## src/rtl/matrix_pkg.sv

```systemverilog
// Shared definitions for the paired ROM-C add path: parameter defaults,
// controller state encoding and common data types.
package matrix_pkg;

    localparam int ADDR_W    = 7;
    localparam int DATA_W    = 17;
    localparam int PAIRS     = 64;
    localparam int READ_LAT  = 3;
    localparam int WR_ADDR_W = 6;

    typedef enum logic [1:0] {
        IDLE   = 2'd0,
        ISSUE  = 2'd1,
        DRAIN  = 2'd2,
        FINISH = 2'd3
    } pair_ctrl_state_t;

    typedef logic [ADDR_W-1:0] rom_addr_t;
    typedef logic [DATA_W-1:0] pair_sum_t;

endpackage

```

## src/rtl/matrix_c_pair_reader_ctrl_valid_delay_line.sv

```systemverilog
// Fixed-depth shift register that tracks which address cycles will
// produce a sum worth keeping, plus an occupancy flag for drain control.
module valid_delay_line #(
    parameter int DEPTH = matrix_pkg::READ_LAT
) (
    input  logic clock,
    input  logic reset,
    input  logic in,
    output logic out,
    output logic any_set
);

    logic [DEPTH-1:0] r_pipe;

    // Shift a new valid bit in each clock; bit DEPTH-1 lines up with the adder output.
    always_ff @(posedge clock or posedge reset) begin
        if (reset) begin
            r_pipe <= '0;
        end else begin
            r_pipe[0] <= in;
            for (int i = 1; i < DEPTH; i++) begin
                r_pipe[i] <= r_pipe[i-1];
            end
        end
    end

    assign out     = r_pipe[DEPTH-1];
    assign any_set = |r_pipe;

endmodule

```

## src/rtl/matrix_c_pair_reader_ctrl.sv

```systemverilog
// Issues paired ROM-C word addresses to the pair adder, tracks its fixed
// read latency and writes each pair sum sequentially into the result RAM.
module matrix_c_pair_reader_ctrl #(
    parameter int ADDR_W    = matrix_pkg::ADDR_W,
    parameter int DATA_W    = matrix_pkg::DATA_W,
    parameter int PAIRS     = matrix_pkg::PAIRS,
    parameter int READ_LAT  = matrix_pkg::READ_LAT,
    parameter int WR_ADDR_W = matrix_pkg::WR_ADDR_W
) (
    input  logic                 clock,
    input  logic                 reset,
    input  logic                 start,
    input  logic                 hold,
    output logic [ADDR_W-1:0]    Q_C,
    output logic [ADDR_W-1:0]    Qnext_C,
    output logic                 done_counter,
    input  logic [DATA_W-1:0]    result_add_matrix,
    output logic                 wr_en,
    output logic [WR_ADDR_W-1:0] wr_addr,
    output logic [DATA_W-1:0]    wr_data,
    output logic                 busy,
    output logic                 done
);

    import matrix_pkg::*;

    // Pair index k; the word addresses are k with a 0 or 1 appended.
    localparam int K_W = ADDR_W - 1;

    pair_ctrl_state_t     r_state;
    pair_ctrl_state_t     w_next_state;
    logic [K_W-1:0]       r_k;
    logic [WR_ADDR_W-1:0] r_wcnt;
    logic                 r_done_counter;
    logic                 r_wr_en;
    logic [WR_ADDR_W-1:0] r_wr_addr;
    logic [DATA_W-1:0]    r_wr_data;
    logic                 r_busy;
    logic                 r_done;
    logic                 w_issue_v;
    logic                 w_last_pair;
    logic                 w_tail;
    logic                 w_any_set;

    assign w_last_pair = (r_k == K_W'(PAIRS - 1));

    valid_delay_line #(
        .DEPTH (READ_LAT)
    ) u_valid_pipe (
        .clock   (clock),
        .reset   (reset),
        .in      (w_issue_v),
        .out     (w_tail),
        .any_set (w_any_set)
    );

    // Next-state decode; a stalled cycle pushes a 0 so its duplicate sum is dropped.
    always_comb begin
        w_next_state = r_state;
        w_issue_v    = 1'b0;
        case (r_state)
            IDLE: begin
                if (start) begin
                    w_next_state = ISSUE;
                end else begin
                    w_next_state = IDLE;
                end
            end
            ISSUE: begin
                w_issue_v = ~hold;
                if (!hold && w_last_pair) begin
                    w_next_state = DRAIN;
                end else begin
                    w_next_state = ISSUE;
                end
            end
            DRAIN: begin
                // Pipe empty means the final write is on the RAM port this cycle.
                if (!w_any_set) begin
                    w_next_state = FINISH;
                end else begin
                    w_next_state = DRAIN;
                end
            end
            FINISH: begin
                w_next_state = IDLE;
            end
            default: begin
                w_next_state = IDLE;
            end
        endcase
    end

    // State register and status outputs, registered from the next state.
    always_ff @(posedge clock or posedge reset) begin
        if (reset) begin
            r_state        <= IDLE;
            r_busy         <= 1'b0;
            r_done         <= 1'b0;
            r_done_counter <= 1'b0;
        end else begin
            r_state        <= w_next_state;
            r_busy         <= (w_next_state == ISSUE) || (w_next_state == DRAIN);
            r_done         <= (w_next_state == FINISH);
            r_done_counter <= (w_next_state == DRAIN) || (w_next_state == FINISH);
        end
    end

    // Pair index: cleared on a run start, advanced on each unstalled issue.
    always_ff @(posedge clock or posedge reset) begin
        if (reset) begin
            r_k <= '0;
        end else if ((r_state == IDLE) && start) begin
            r_k <= '0;
        end else if ((r_state == ISSUE) && !hold && !w_last_pair) begin
            r_k <= r_k + K_W'(1);
        end
    end

    // Write-back: capture the sum when the matching valid bit leaves the pipe.
    always_ff @(posedge clock or posedge reset) begin
        if (reset) begin
            r_wcnt    <= '0;
            r_wr_en   <= 1'b0;
            r_wr_addr <= '0;
            r_wr_data <= '0;
        end else begin
            r_wr_en <= w_tail;
            if (w_tail) begin
                r_wr_addr <= r_wcnt;
                r_wr_data <= result_add_matrix;
                r_wcnt    <= r_wcnt + WR_ADDR_W'(1);
            end else if ((r_state == IDLE) && start) begin
                r_wcnt <= '0;
            end
        end
    end

    assign Q_C          = {r_k, 1'b0};
    assign Qnext_C      = {r_k, 1'b1};
    assign done_counter = r_done_counter;
    assign wr_en        = r_wr_en;
    assign wr_addr      = r_wr_addr;
    assign wr_data      = r_wr_data;
    assign busy         = r_busy;
    assign done         = r_done;

endmodule
```

## config.mk

```make
export PLATFORM = sky130hd
export DESIGN_NAME = matrix_c_pair_reader_ctrl
export DESIGN_NICKNAME = d
export VERILOG_FILES = /design/src/rtl/matrix_pkg.sv /design/src/rtl/matrix_c_pair_reader_ctrl_valid_delay_line.sv /design/src/rtl/matrix_c_pair_reader_ctrl.sv
export SDC_FILE = /design/constraint.sdc
export NUM_CORES = 1
export LEC_CHECK = 0
export BUFFER_PORTS_ARGS = -buffer_cell sky130_fd_sc_hd__buf_2
export CAP_MARGIN = 5
export CORE_UTILIZATION = 49
export CTS_CLUSTER_DIAMETER = 30
export DETAILED_ROUTE_END_ITERATION = 8
export PLACE_DENSITY = 0.83
export SYNTH_ARGS = -nofsm -noshare
export SYNTH_HDL_FRONTEND = slang
export SYNTH_HIERARCHICAL = 1
export SYNTH_SLANG_ARGS = --single-unit
```

## constraint.sdc

```tcl
create_clock -name clock -period 2.2 [get_ports clock]
set_clock_uncertainty 0.1 [all_clocks]
set_input_delay 0.11 -clock clock [delete_from_list [all_inputs] [get_ports clock]]
set_output_delay 0.11 -clock clock [all_outputs]
set_load 0.005 [all_outputs]
```

Word-level counts from Yosys, hierarchy flattened. Index checks and enable logic that the tools add are counted.

Add/subtract/negate cells: 2. Equality and inequality tests: 7. Multiplexer cells: 9. Bitwise gates (word level): 1. Reductions and logical operators: 12.

Operators with widths (count): two-way mux 6 bit (4); adder 6 x 1 -> 6 bit, second input constant (2); equality test 2 bit, second input constant (4); case mux 2 bit (4 select lines) (1); equality test 6 bit, second input constant (1); equality test 2 x 1 -> 1 bit, second input constant (2); logical AND 1 bit (4); nonzero test 2 bit (2); two-way mux 1 bit (3); OR reduction 3 bit (1); logical NOT 1 bit (2); logical NOT 2 bit (1); logical OR 1 bit (2); two-way mux 2 bit (1); inverter 1 bit (1).

Bits in registers: 44. Input bits: 21. Output and inout bits: 41. Logic and storage cells: 41.

Longest topological paths before layout. Gate-level depths: netlist (run 1).

Depth after elaboration: 6. Gate-level depth with buffers: 6.

By module. The synthesis (run 1) kept the hierarchy.

By module, submodules not included: matrix_c_pair_reader_ctrl (instances 1, cells an instance 137, area each 1764.2 um^2, seq. area each 1026.0 um^2); valid_delay_line (instances 1, cells an instance 5, area each 85.1 um^2, seq. area each 75.1 um^2).

Worst setup path after synthesis (run 1). OpenSTA, ideal clock, no wires.

Path type: flip-flop to flip-flop. Start: register r_k[0]. End: register r_done_counter, in the netlist done_counter. Setup time: 127 ps. Arrival: 1747 ps. Data required time: 1973 ps. Slack: 226 ps. Stages on the path, launching flop included: 7. Period minus slack after synthesis: 1974 ps. Cells stage by stage: dfrtp_1 -> ha_1 -> nand2_1 -> o311ai_0 -> nand3_1 -> ha_1 -> or2_2.

Word-level cells in the longest chain between the ends: 6. Elaborated cells between the ends (all ways): 7. Those cells by class: 3 x eq/ne; 2 x mux; 2 x reduce/logical.

Ends and longest elaborated chain: from (decl) (RTL line matrix_c_pair_reader_ctrl.sv:32) `logic [K_W-1:0] r_k;`; from (signal assigned) (RTL line matrix_c_pair_reader_ctrl.sv:116) `r_k <= r_k + K_W'(1);`; equality test 6 bit * (RTL line matrix_c_pair_reader_ctrl.sv:45) `assign w_last_pair = (r_k == K_W'(PAIRS - 1));`; logical AND 1 bit * (RTL line matrix_c_pair_reader_ctrl.sv:71) `if (!hold && w_last_pair) begin`; two-way mux 2 bit * (RTL line matrix_c_pair_reader_ctrl.sv:71); case mux 2 bit (4 select lines) * (RTL line matrix_c_pair_reader_ctrl.sv:61) `case (r_state)`; via w_next_state[0] (RTL line matrix_c_pair_reader_ctrl.sv:31) `pair_ctrl_state_t w_next_state;`; equality test 2 bit (RTL line matrix_c_pair_reader_ctrl.sv:105) `r_done_counter <= (w_next_state == DRAIN) || (w_next_state == FINISH);`; logical OR 1 bit * (RTL line matrix_c_pair_reader_ctrl.sv:105); to (signal assigned) (RTL line matrix_c_pair_reader_ctrl.sv:105); to (decl) (RTL line matrix_c_pair_reader_ctrl.sv:34) `logic r_done_counter;`.

The timed path passes the listed nets; every way through them passes the cells marked *. A chain may end at the register's enable or synchronous reset.

Worst setup path after layout (run 1).
Start: register r_k[1]. End: register r_done_counter, in the netlist done_counter.

The elaborated chain is that of the path after synthesis.

==> results of run 1 <==
-- Yosys cell counts, types with 2 or more instances --
| master | number |
|---|---|
| sky130_fd_sc_hd__o211ai_1 | 2 |
| sky130_fd_sc_hd__buf_4 | 8 |
| sky130_fd_sc_hd__or3_1 | 2 |
| sky130_fd_sc_hd__xor2_1 | 2 |
| sky130_fd_sc_hd__o21ai_0 | 4 |
| sky130_fd_sc_hd__buf_1 | 3 |
| sky130_fd_sc_hd__dfrtp_1 | 44 |
| sky130_fd_sc_hd__conb_1 | 2 |
| sky130_fd_sc_hd__nand3_1 | 4 |
| sky130_fd_sc_hd__nand2_1 | 13 |
| sky130_fd_sc_hd__mux2_2 | 23 |
| sky130_fd_sc_hd__mux2i_1 | 5 |
| sky130_fd_sc_hd__clkbuf_1 | 2 |
| sky130_fd_sc_hd__and3_1 | 3 |
| sky130_fd_sc_hd__inv_1 | 5 |
| sky130_fd_sc_hd__ha_1 | 4 |
-- registers in the layout, indices dropped and copies added, names as in the netlist --
register             flops
done_counter             1
done                     1
wr_addr                  6
wr_data                 17
u_valid_pipe/r_pipe      3
r_wcnt                   6
r_k                      6
busy                     1
wr_en                    1
r_state                  2
-- area by class of cell --
cell class	instances	area (sq um)
Inverter	6	22.5
Multi-Input combinational cell	79	649
Fill cell	261	1020
Timing Repair Buffer	82	513
Sequential cell	44	1100
Clock buffer	6	72.6
Clock inverter	2	35.0
Tap cell	46	57.6
-- routing by layer --
metal | part of all wire (%) | vias up | track usage (%)
li1 | - | 642 | -
met1 | 43 | 684 | 24.8
met2 | 51 | 52 | 33.4
met3 | 5.2 | 2 | 3.80
met4 | 0.59 | 0 | 8.52
met5 | 0 | - | 0
-- metrics by stage --
step	total power (uW)	util (%)
finish	2440	70.7
global route	2610	70.7
CTS	2450	70.6
detailed placement	1830	62.3
global placement	1790	62.3
floorplan	1590	-
-- cells by family after synthesis --
logic type	share of synthesized area (%)
adder cells (fa/ha/maj)	2.71
AO/OA/AOI/OAI	6.09
multiplexers	16.7
AND/OR/NAND/NOR	8.12
buffers and inverters	5.48
flip-flops	59.5
other	0.406
XOR/XNOR	0.947
-- critical path: stages, from the launching register on --
cell                       delay [ns]
sky130_fd_sc_hd__dfrtp_1         0.42
sky130_fd_sc_hd__ha_2            0.26
sky130_fd_sc_hd__nand2_1         0.12
sky130_fd_sc_hd__o311ai_1        0.33
sky130_fd_sc_hd__nand3_1         0.16
sky130_fd_sc_hd__ha_1            0.24
sky130_fd_sc_hd__or2_2           0.27
-- what timing repair did --
action                     in CTS  in global routing
setup endpoints to repair       0                  1
resized for setup               0                  2
hold buffers                   18                  0
hold endpoints to repair       38                  0
-- report_power, final --
group	total [uW]	internal, uW	switching (uW)
clock	589	337	252
combinational	672	380	292
sequential	1180	1010	171
total	2440	1720	715
-- path summary, 6_finish.rpt --
kind,slack [ns],to,startpoint
setup / recovery,0.19,done_counter,r_k[1]
hold / removal,0.05,u_valid_pipe/r_pipe[0],hold
setup reg to reg,0.19,done_counter,r_k[1]
hold reg to reg,0.27,u_valid_pipe/r_pipe[1],u_valid_pipe/r_pipe[0]
max in group asynchronous,0.99,done_counter,reset
min in group asynchronous,0.13,u_valid_pipe/r_pipe[0],reset
==> results list, run 1 <==
* Status: finished clean
* Category of the worst setup path capture point: flip-flop
- Post-CTS setup buffer count: 0
- The number of hold violations in the final report was 0.
- Overall via count from detail_route: about 1,400
* Slew HR: roughly 53%
- After detailed routing, the average wire length per cell comes to ~13 um.
- Area after detailed placement: 2160 sq um
- Die Wd: between 60 and 70 um
- Of the synthesized area, sequential elements account for approximately three fifths.
* Worst hold margin: approximately 0.051 ns
* Proportion of synthesized flip-flops having asynchronous set or reset: 100%
- R2R cell count: 6
- The synthesized design contains 0 enable-type register cells.
- Counting the buffers created by CTS gives 5.
* Biggest area consumer among synthesized cells: sky130_fd_sc_hd__dfrtp_1
- Wire length of the first global-routing pass: between 6000 and 7000 um
- H-Tree Depth: 2
- Clock-pin transition on the worst setup and hold timing paths: ~0.08 ns
* RePlAce Congestion: approximately 0.85
* Fraction of final layout cells sized beyond drive strength 1: between 40% and 50%
* Instance count after placement with tap cells included: around 240
* Area growth from synthesis to layout: 32.5%
- For this run, the leading register cell type out of synthesis is sky130_fd_sc_hd__dfrtp_1.
- The worst hold path belongs to the class in -> reg.
- Number of antenna violations at the first check in global routing: 0
- Area fraction of the dominant cell type after synthesis: 59.5%
* Worst Path Arrival: about 2.1 ns
- TritonCTS built the clock tree.
- Buffers placed on the I/O ports in this run total 59.
- Buffer depth of the longest clock path: 2
- Final Worst Setup Slack: roughly 0.19 ns
* Die area: just over 4000 sq um
- At the end of the flow, the number of nets in the layout was approximately 240.
- Global routing consumed, over all layers together, around a fifth of the routing resources.
* Sort of element at the start of the critical path: flip-flop
- Vias in the first global route: about 1,400
* Maximum number of pins on one net before global-route repair: 34
- Across the run, the number of max-cap violations was 0.
- Worst Tran Pin Value: 0.706 ns
- Cell count of the worst hold path: 3
* Required time of the critical path: 2.27 ns
* Total negative slack for setup checks: 0 ns
- Once layout is done, the placed cells without fillers occupy ~2500 sq um.
- Measured along the y axis, the die boundary spans 63.4 um.
- The tree built by TritonCTS fans out to 44 sinks.
- In the synthesized netlist, the number of instances is about 140.
- Insertion delay to the later sink of the worst-skew pair: a little under 0.3 ns
* Clock period minus final worst setup slack: between 2 and 2.5 ns
- Flip-flop and latch count after synthesis: 44
* Cell at the root of the clock tree: sky130_fd_sc_hd__clkbuf_8
- Averaged over all synthesized cells, the footprint is around 13 sq um.
- Dividing the final minimum period by the clock period gives approximately nine tenths.
* Peak ir drop on the vdd network: approximately 0.56 mV
- For this configuration, the core starts out at a cell density of a little over half.
- Setup violations remaining at the end of the flow were counted as 0.
* Max Clk Rate: about 500 MHz
- Biggest fanout along the worst timing path: 6
- Most frequent cells in the layout: sky130_fd_sc_hd__buf_2 (59), sky130_fd_sc_hd__dfrtp_1 (44), sky130_fd_sc_hd__mux2_2 (23), sky130_fd_sc_hd__dlygate4sd3_1 (18), sky130_fd_sc_hd__nand2_1 (13)
* Top area cells in the synthesized netlist: sky130_fd_sc_hd__dfrtp_1 (60%), sky130_fd_sc_hd__mux2_2 (14%), sky130_fd_sc_hd__buf_4 (3.2%)
- In this run, the number of DRC markers left after iteration 0 of detailed routing was between 50 and 60.
- Final antenna diode count: 0
- Dividing total power by cell area gives a power density of between 900 and 1000 nW/um^2.
- Commonest non-fill, non-tap cell in the layout: sky130_fd_sc_hd__buf_2
* Remaining antenna violation count after routing: 0
* Synth warnings: 6
* Floorplan core area: roughly 3500 sq um
- For this run, design rule violations remaining after detail routing come to 0.
* Post-synth cell types: 32
* Residual overflow from global routing: 0
- Setup repair after global routing left no endpoint under its margin.
* Leakage power of the design: 0.00125 uW
- The critical path is of the reg -> reg type.
- Synthesized netlist net count: 167
- Post-DP HPWL: ~2400 um
* Number of I/O pins: 62
* Number of detailed-routing iterations run before antenna repair: 4
* Synth Cell Area: about 1800 sq um
- Count of standard-cell rows: 21
- Before CTS, the worst setup slack after placement is ~0.053 ns.
* Vias per cell: roughly 5.2
- For this block, the routed nets add up to approximately 3600 um of wire.
- Number of max-slew violations in the final report: 0
- Non-filler cells, final: ~270
Note: power is estimated with default switching activity, not from simulation.
==> inputs of run 2 (changes only) <==
--- a/config.mk
+++ b/config.mk
@@ -7,10 +7,11 @@
 export LEC_CHECK = 0
 export BUFFER_PORTS_ARGS = -buffer_cell sky130_fd_sc_hd__buf_2
 export CAP_MARGIN = 5
+export CORE_MARGIN = 3
 export CORE_UTILIZATION = 49
 export CTS_CLUSTER_DIAMETER = 30
 export DETAILED_ROUTE_END_ITERATION = 8
-export PLACE_DENSITY = 0.83
+export PLACE_DENSITY = 0.77
 export SYNTH_ARGS = -nofsm -noshare
 export SYNTH_HDL_FRONTEND = slang
 export SYNTH_HIERARCHICAL = 1
==> results list, run 2 (same netlist as run 1, synthesis figures left out) <==
- Leaving out filler cells and counting taps, the final layout contains around 260.
* Remaining routing DRC violations: 0
- Clock tree synthesis inserted a total of 5 buffers.
* Pwr Density: 959 nW/um^2
- Combinational Power Share: between 20 and 30%
- The final layout contains routed wiring with a total length of ~3500 um.
* Cell with the largest stage delay on the worst path: sky130_fd_sc_hd__dfrtp_1
* Category of the worst setup path capture point: flip-flop
- The flow ran to the end, and the final reports show no timing, DRC or antenna violations.
- Overall via count from detail_route: 1,345
* CP Cell Sequence: ha_2 -> nand2_1 -> o311ai_2 -> nand3_1 -> ha_1 -> or2_2
* Post-CTS setup buffer count: 0
* Vias per cell: a little over 5
- Floorplan core area: 3490 sq um
- Area growth from synthesis to layout: 32.1%
- PortBufs: a little under 60
* WL/cell: 13.5 um
- Worst Tran Pin Value: 0.509 ns
* Initial Util: 52.9%
- Maximum number of pins on one net before global-route repair: 34
- Peak ir drop on the vdd network: around 0.64 mV
- The detailed router finished its first iteration with 50 violations.
- Remaining antenna violation count after routing: 0
- Leaving out fill and tap cells, the most frequent cell in the layout is sky130_fd_sc_hd__buf_2.
- The number of buffers and inverters on the critical path is 0.
- Family with the most delay on the worst path: simple AND/OR/NAND/NOR gates
- Switching part of the total: 30.4%
- Setup repair after global routing left no endpoint under its margin.
* Vias in the first global route: roughly 1,300
- Sequential cell fraction of total power: between 50% and 60%
- Number of max-slew violations in the final report: 0
* P_sw: between 700 and 800 uW
- The clock network accounts for 21.7% of the total power.
* Die Wd: 67.4 um
- Number of I/O pins: just over 60
* Number of detailed-routing iterations run before antenna repair: 2
- CTS placed an instance of sky130_fd_sc_hd__clkbuf_8 at the clock tree root.
* Sort of element at the start of the critical path: flip-flop
- Post-DP HPWL: approximately 2400 um
- The total overflow left after global routing is 0.
- In this run the worst hold path is classified as in -> reg.
- H-Tree Depth: 2
- Insertion delay to the later sink of the worst-skew pair: roughly 0.29 ns
- Total negative slack for setup checks: 0 ns
* Biggest fanout along the worst timing path: 7
- Global routing consumed, over all layers together, ~16% of the routing resources.
* Instance count after placement with tap cells included: approximately 240
- Clock-pin transition on the worst setup and hold timing paths: 0.08 ns
* Count of standard-cell rows: 21
- At the placement stage, the worst setup path has a slack of approximately 0.007 ns.
- Max Clk Rate: a little under 500 MHz
* Leakage power of the design: between 0.001 and 0.0015 uW
* Internal power summed over all cells: roughly 1600 uW
- The final critical path takes up between 90 and 100% of the cycle.
- Final antenna diode count: 0
- TritonCTS built the clock tree.
- On the worst path, the slowest cell contributes a delay of about 0.46 ns.
- Fraction of final layout cells sized beyond drive strength 1: approximately 45%
* Die area: ~4500 sq um
- Final Worst Setup Slack: around 0.13 ns
- Max FFs per register: 17
- Area after detailed placement: 2160 sq um
- Wire length of the first global-routing pass: roughly 5600 um
* Number of violations of the max-capacitance limit: 0
- Headroom to the max-slew limit came out at ~66%.
- RePlAce Congestion: 0.807
* Worst Path Arrival: between 2 and 2.5 ns
* Post-layout nets: ~240
- The longest clock path from root to sink contains 2 buffers.
- The number of hold violations in the final report came to 0.
* Number of clock sinks seen by CTS: 44
* Critical setup path kind: reg -> reg
- Required time of the critical path: around 2.3 ns
- Layout filler cell count: around 260
* Clock period minus final worst setup slack: around 2.1 ns
- DIE HEIGHT: approximately 67 um
- Number of antenna violations at the first check in global routing: 0
* Most frequent cells in the layout: sky130_fd_sc_hd__buf_2 (59), sky130_fd_sc_hd__dfrtp_1 (44), sky130_fd_sc_hd__mux2_2 (23), sky130_fd_sc_hd__dlygate4sd3_1 (18), sky130_fd_sc_hd__nand2_1 (13)
- Post-route cell area: between 2000 and 2500 sq um
* Final setup violating endpoints: 0
==> run 2: path summary, 6_finish.rpt <==
kind,start,endpoint,slack (ns),cells past startpoint
worst min-delay path,hold,u_valid_pipe/r_pipe[0],0.08,3
worst max-delay path,r_k[0],done_counter,0.13,6
max in group asynchronous,reset,wr_data[9],1.18,4
worst max register to register,r_k[0],done_counter,0.13,6
min in group asynchronous,reset,u_valid_pipe/r_pipe[1],0.13,3
worst min register to register,u_valid_pipe/r_pipe[0],u_valid_pipe/r_pipe[1],0.27,0
==> run 2: final cells by class <==
type / instances / area, sq um / share of cell area (%)
multi-input cells: 79 / 657 / 26.9
clock buffers: 7 / 86.3 / 3.53
well taps: 46 / 57.6 / 2.36
inverters: 6 / 22.5 / 0.922
clock inverters: 1 / 7.51 / 0.307
repair buffers: 80 / 510 / 20.9
flip-flops and latches: 44 / 1100 / 45.1
==> run 2: through the flow <==
| stage | total power (uW) | hold slack, ns | util [%] |
|---|---|---|---|
| 2_1_floorplan | 1590 | -0.236 | - |
| 6_report | 2340 | 0.0834 | 69.9 |
| 3_3_place_gp | 1780 | -0.110 | 61.8 |
| 5_1_grt | 2510 | 0.0782 | 69.9 |
| 3_5_place_dp | 1830 | -0.107 | 61.8 |
| 4_1_cts | 2360 | 0.0532 | 69.6 |
==> run 2: power groups by stage <==
stage / logic [uW] / registers [uW] / clock network (uW)
after floorplan: 400 / 1190 / 0
after global placement: 606 / 1180 / 0
after detailed placement: 626 / 1200 / 0
after CTS: 655 / 1190 / 522
after global routing: 719 / 1230 / 559
final: 646 / 1190 / 508
==> run 2: worst min-delay path, stage by stage <==
cell	delay (ns)
sky130_fd_sc_hd__buf_2	0.11
sky130_fd_sc_hd__or3b_4	0.15
sky130_fd_sc_hd__inv_2	0.06
==> run 2: what timing repair did <==
item,4_1_cts,5_1_grt
hold buffers,18,0
endpoints found under the setup margin,1,1
gates resized for setup,1,2
hold endpoints to repair,31,0
==> run 2: metal layers <==
layer / routed length (um) / global-route usage [%] / vias to the layer above
met4: 25 / 3.80 / 0
met3: 258 / 4.66 / 4
met1: 1440 / 17.4 / 652
met2: 1810 / 31.5 / 50
li1: - / - / 639
met5: 0 / 0 / -
